<file path="src/rtl/ps2_pkg.sv">
// Shared constants and frame-receiver state type for the PS/2 key capture block.
package ps2_pkg;

  localparam logic [7:0] PS2_BREAK = 8'hF0;
  localparam logic [7:0] PS2_EXT   = 8'hE0;

  typedef enum logic [1:0] {
    ST_IDLE,
    ST_DATA,
    ST_PARITY,
    ST_STOP
  } rx_state_t;

endpackage

</file>
<file path="src/rtl/ps2_frame_rx.sv">
// PS/2 frame receiver: pin synchronizers, clock-fall detect, 11-bit frame FSM
// with odd-parity check and an inter-bit watchdog.
module ps2_frame_rx
  import ps2_pkg::*;
#(
  parameter int SYNC_STAGES    = 2,
  parameter int TIMEOUT_CYCLES = 100000
) (
  input  logic       clk,
  input  logic       rst,
  input  logic       ps2_clk,
  input  logic       ps2_data,
  output logic       byte_valid,
  output logic [7:0] byte_data,
  output logic       frame_err
);

  localparam int WD_W = (TIMEOUT_CYCLES > 1) ? $clog2(TIMEOUT_CYCLES) : 1;
  localparam logic [WD_W-1:0] WD_LAST = WD_W'(TIMEOUT_CYCLES - 1);

  logic [SYNC_STAGES-1:0] clk_sync;
  logic [SYNC_STAGES-1:0] data_sync;
  logic                   clk_prev;
  logic                   fall;
  logic                   data_bit;

  rx_state_t  state, state_next;
  logic [2:0] bit_cnt, bit_cnt_next;
  logic [7:0] shift, shift_next;
  logic       parity, parity_next;
  logic       err_next;
  logic       timeout;
  logic [WD_W-1:0] wd;

  // Synchronizer and fall-detect stage; idle-high reset avoids a false fall
  always_ff @(posedge clk) begin
    if (rst) begin
      clk_sync  <= '1;
      data_sync <= '1;
      clk_prev  <= 1'b1;
    end else begin
      clk_sync  <= {clk_sync[SYNC_STAGES-2:0], ps2_clk};
      data_sync <= {data_sync[SYNC_STAGES-2:0], ps2_data};
      clk_prev  <= clk_sync[SYNC_STAGES-1];
    end
  end

  assign fall     = clk_prev & ~clk_sync[SYNC_STAGES-1];
  assign data_bit = data_sync[SYNC_STAGES-1];
  assign timeout  = (state != ST_IDLE) && (wd == WD_LAST);

  // byte_valid is combinational so the top can register byte, key and strobe
  // on the same edge that frame_err is registered here.
  always_comb begin
    state_next   = state;
    bit_cnt_next = bit_cnt;
    shift_next   = shift;
    parity_next  = parity;
    byte_valid   = 1'b0;
    err_next     = 1'b0;
    if (fall) begin
      unique case (state)
        ST_IDLE: begin
          if (!data_bit) begin
            bit_cnt_next = 3'd0;
            state_next   = ST_DATA;
          end
        end
        ST_DATA: begin
          shift_next   = {data_bit, shift[7:1]};
          bit_cnt_next = bit_cnt + 3'd1;
          if (bit_cnt == 3'd7) state_next = ST_PARITY;
        end
        ST_PARITY: begin
          parity_next = data_bit;
          state_next  = ST_STOP;
        end
        ST_STOP: begin
          state_next = ST_IDLE;
          if (data_bit && (^{shift, parity})) byte_valid = 1'b1;
          else                                err_next   = 1'b1;
        end
        default: state_next = ST_IDLE;
      endcase
    end else if (timeout) begin
      state_next = ST_IDLE;
      err_next   = 1'b1;
    end
  end

  always_ff @(posedge clk) begin
    if (rst) begin
      state     <= ST_IDLE;
      bit_cnt   <= 3'd0;
      wd        <= '0;
      frame_err <= 1'b0;
    end else begin
      state     <= state_next;
      bit_cnt   <= bit_cnt_next;
      frame_err <= err_next;
      if (fall || state == ST_IDLE) wd <= '0;
      else                          wd <= wd + 1'b1;
    end
  end

  always_ff @(posedge clk) begin
    shift  <= shift_next;
    parity <= parity_next;
  end

  assign byte_data = shift;

endmodule

</file>
<file path="src/rtl/ps2_key_capture.sv">
// PS/2 keyboard capture: tracks the currently held make code (0x00 when none)
// and strobes every valid received byte.
module ps2_key_capture
  import ps2_pkg::*;
#(
  parameter int SYNC_STAGES    = 2,
  parameter int TIMEOUT_CYCLES = 100000
) (
  input  logic       clk,
  input  logic       rst,
  input  logic       ps2_clk,
  input  logic       ps2_data,
  output logic [7:0] key,
  output logic [7:0] code,
  output logic       code_strobe,
  output logic       frame_err
);

  logic       byte_valid;
  logic [7:0] byte_data;
  logic       brk;
  logic       ext;

  ps2_frame_rx #(
    .SYNC_STAGES   (SYNC_STAGES),
    .TIMEOUT_CYCLES(TIMEOUT_CYCLES)
  ) u_rx (
    .clk       (clk),
    .rst       (rst),
    .ps2_clk   (ps2_clk),
    .ps2_data  (ps2_data),
    .byte_valid(byte_valid),
    .byte_data (byte_data),
    .frame_err (frame_err)
  );

  // Extended sequences are swallowed whole; a break only clears a matching key
  always_ff @(posedge clk) begin
    if (rst) begin
      key         <= 8'h00;
      code        <= 8'h00;
      code_strobe <= 1'b0;
      brk         <= 1'b0;
      ext         <= 1'b0;
    end else begin
      code_strobe <= byte_valid;
      if (byte_valid) begin
        code <= byte_data;
        if (byte_data == PS2_BREAK) begin
          brk <= 1'b1;
        end else if (byte_data == PS2_EXT) begin
          ext <= 1'b1;
        end else if (ext) begin
          ext <= 1'b0;
          brk <= 1'b0;
        end else if (brk) begin
          if (byte_data == key) key <= 8'h00;
          brk <= 1'b0;
        end else begin
          key <= byte_data;
        end
      end
    end
  end

endmodule
</file>
<file path="config.mk">
export PLATFORM = sky130hd
export DESIGN_NAME = ps2_key_capture
export DESIGN_NICKNAME = d
export VERILOG_FILES = /design/src/rtl/ps2_pkg.sv /design/src/rtl/ps2_frame_rx.sv /design/src/rtl/ps2_key_capture.sv
export SDC_FILE = /design/constraint.sdc
export NUM_CORES = 1
export LEC_CHECK = 0
export ABC_AREA = 1
export BUFFER_PORTS_ARGS = -buffer_cell sky130_fd_sc_hd__buf_2
export CORE_MARGIN = 3
export CORE_UTILIZATION = 35
export DETAILED_ROUTE_END_ITERATION = 6
export GPL_TIMING_DRIVEN = 0
export PLACE_DENSITY = 0.51
export SYNTH_ARGS = -nofsm -noshare
export SYNTH_HDL_FRONTEND = slang
export SYNTH_SLANG_ARGS = --single-unit
export TNS_END_PERCENT = 1
</file>
<file path="constraint.sdc">
create_clock -name clk -period 1.6 [get_ports clk]
set_clock_uncertainty 0.05 [all_clocks]
set_input_delay 0.08 -clock clk [delete_from_list [all_inputs] [get_ports clk]]
set_output_delay 0.08 -clock clk [all_outputs]
set_load 0.01 [all_outputs]
</file>
==> results.py <==
metrics = {
    "die": {
        "core_sq_um": 6980,
        "die_h_um": 91.8,
        "pin_count": 22,
        "start_util": 0.369,
        "die_area_sq_um": 8430,
        "rows": 30,
        "fp.dieW_um": 91.8,
    },
    "timing": {
        "setup_viol_count_final": 22,
        "hold_viol_final": 0,
        "finalCritPeriodShare": 1.15,
        "relSlewSlack": 0.646,
        "fin_ws_ns": -0.232,
        "tightest_slew_ns": 0.532,
        "drv_slew": 0,
        "max_freq_mhz": 546,
        "grt_setup_unrepaired": "true",
        "min_period_ns": 1.83,
    },
    "run_status": {
        "violations": "setup timing",
        "status": "complete, but fails checks",
    },
    "placed_design": {
        "port_buffers": 20,
        "hpwl_um": 4070,
        "place_congestion": 0.821,
        "dpl-instance-area_sq_um": 2800,
    },
    "hold_path": {
        "hold_depth": 2,
        "hold_class": "primary input to register",
    },
    "drt": {
        "wl_met2_um": 2730,
        "drtPass1Iterations": 4,
        "drt-total-wl_um": 5730,
        "top_layer": "met4",
        "wl_met3_um": 159,
        "antenna_left": 0,
        "via_per_inst": 4.70,
        "wl_per_cell_um": 11.9,
        "drt_iter0_drc": 79,
        "wl_met1_um": 2780,
        "num_vias": 2272,
        "drc_errors": 0,
    },
    "critical_path": {
        "critPathRequiredTime_ns": 1.72,
        "cp-start-kind": "register",
        "cp_max_fo": 8,
        "cp-end-kind": "register",
        "crit_arrival_ns": 1.96,
        "path_class": "register to register",
        "r2r_cells": 10,
    },
    "yosys": {
        "synth_area_leader_cell": "dfxtp_1",
        "yosys-top-cells-area": "dfxtp_1 37%, edfxtp_1 10%, nand2_1 10%, nor2_1 6.0%, a21oi_1 5.8%",
        "synth-seq-cells": 56,
        "syn_area_sq_um": 2580,
        "yosysUniqueCellTypes": 29,
        "muxShareOfSynthArea": 0,
        "synth_top_family_by_area": "simple AND/OR/NAND/NOR gates",
        "synth_warnings": 0,
        "synthesis.nets": 348,
        "netlist_instances": 336,
        "synth.top_cell.area_share": 0.365,
        "synth-xor-area-share": 0.0272,
        "yosysSeqAreaShare": 0.470,
        "yosys.area_share.adder": 0.0389,
        "synthSimpleGateAreaFrac": 0.288,
        "synth_compound_area_frac": 0.0966,
        "synth_area_per_cell_sq_um": 7.67,
    },
    "layout": {
        "mostFrequentLayoutCell": "nand2_1",
        "nets": 398,
        "layout-drive-gt1-share": 0.274,
        "diodes": 0,
        "area_growth_pct": 25.9,
        "fin_area_sq_um": 3240,
        "final_cell_mix": "61 x nand2_1, 44 x dfxtp_1, 36 x nor2_1",
    },
    "run": {
        "maxCapViolCount": 0,
    },
    "global_routing": {
        "antenna_found_initial": 0,
        "grt_pass1_wl_um": 9910,
        "grt_pass1_vias": 2137,
        "overflow": 0,
        "grt_usage": 0.144,
        "grt_max_degree": 18,
    },
    "cts": {
        "clk_latency_ns": 0.31,
        "ctsHtreeMaxLevel": 2,
        "ctsLongestPathBuffers": 2,
        "cts_root_buffer": "clkbuf_8",
        "cts_buffers": 5,
        "cts.sinks": 56,
        "clk_pin_slew_worst_paths_ns": 0.11,
        "cts_tree": "done",
    },
    "power": {
        "powerDensity_nw_per_um2": 731,
        "leakage_nw": 1.26,
        "power_mw": 2.37,
        "irDropWorstVdd_mv": 0.317,
    },
}
logic make-up after synthesis:
logic type | after synthesis
AO/OA/AOI/OAI | 47
XOR/XNOR | 8
adder cells (fa/ha/maj) | 8
buffers and inverters | 50
flip-flops | 56
AND/OR/NAND/NOR | 167
cell usage after synthesis:
cell type	n
clkbuf_1	4
o21ai_0	12
nand3b_1	2
a21oi_1	30
ha_1	8
xnor2_1	8
nor2_4	1
nor2_2	1
nand4_1	12
buf_6	2
a21oi_2	1
nor4_1	2
nand2_4	1
nand2_1	71
nand2_2	1
inv_2	3
buf_2	1
nor2_1	41
and3_1	1
edfxtp_1	9
nand3_1	16
nor3_1	12
a211oi_1	2
or2_2	6
o31ai_1	1
dfxtp_1	47
buf_1	1
o211ai_1	1
inv_1	39
final timing paths:
kind         slack, ns               from           endpoint
max              -0.23  u_rx.byte_data[0]             key[6]
min               0.19                rst        code_strobe
max reg2reg      -0.23  u_rx.byte_data[0]             key[6]
min reg2reg       0.37  u_rx.data_sync[0]  u_rx.data_sync[1]
where the power goes:
group	switching [mW]	internal [mW]
registers	0.00337	1.43
clock network	0.475	0.403
logic	0.0358	0.0216
total	0.514	1.86
metal layers:
metal	track usage	vias up
li1	-	1189
met1	0.192	1053
met2	0.237	25
met3	0.0320	5
met4	0.0384	0
met5	0	-
worst max-delay path: stages (launching register included):
cell and delay [ns]:
edfxtp_1 0.47, inv_2 0.11, nand2_1 0.07, nand2_1 0.12, xnor2_2 0.14, nor2_1 0.10, nor2_4 0.21, buf_6 0.13
nand3_4 0.12, nand2_1 0.09, a21oi_1 0.06
stage by stage:
stage / hold WS [ns] / setup WS, ns / std cells / utilization / TNS (ns)
after CTS: 0.229 / -0.219 / 477 / 0.445 / -3.60
after floorplan: 0.134 / -0.0584 / 336 / - / -0.645
after detailed placement: 0.217 / -0.424 / 452 / 0.402 / -10.61
after global routing: 0.225 / -0.373 / 483 / 0.465 / -7.68
final: 0.191 / -0.232 / 483 / 0.465 / -3.69
after global placement: 0.216 / -0.392 / 452 / 0.402 / -10.41
what timing repair did:
item                                    4_1_cts  5_1_grt
resized for setup                            23       32
hold buffers                                  2        0
hold endpoints to repair                      2        0
buffers inserted                             15        6
pin swaps                                     7        8
endpoints found under the setup margin       47       46
sequential cells by signal (all words and copies together) (netlist names), 2 cells and up:
signal          count
u_rx.byte_data      8
u_rx.state          2
u_rx.clk_sync       2
u_rx.wd            17
u_rx.bit_cnt        3
key                 8
u_rx.data_sync      2
code                8
layout make-up:
class	count	area [sq um]
sequential	56	1210
clock inverter	2	11.3
clock buffer	6	93.8
tap	96	120
buffer	8	53.8
inverter	42	161
multi-input combinational	230	1300
fill	718	3740
timing repair buffer	43	285
Note: power is estimated with default switching activity, not from simulation.
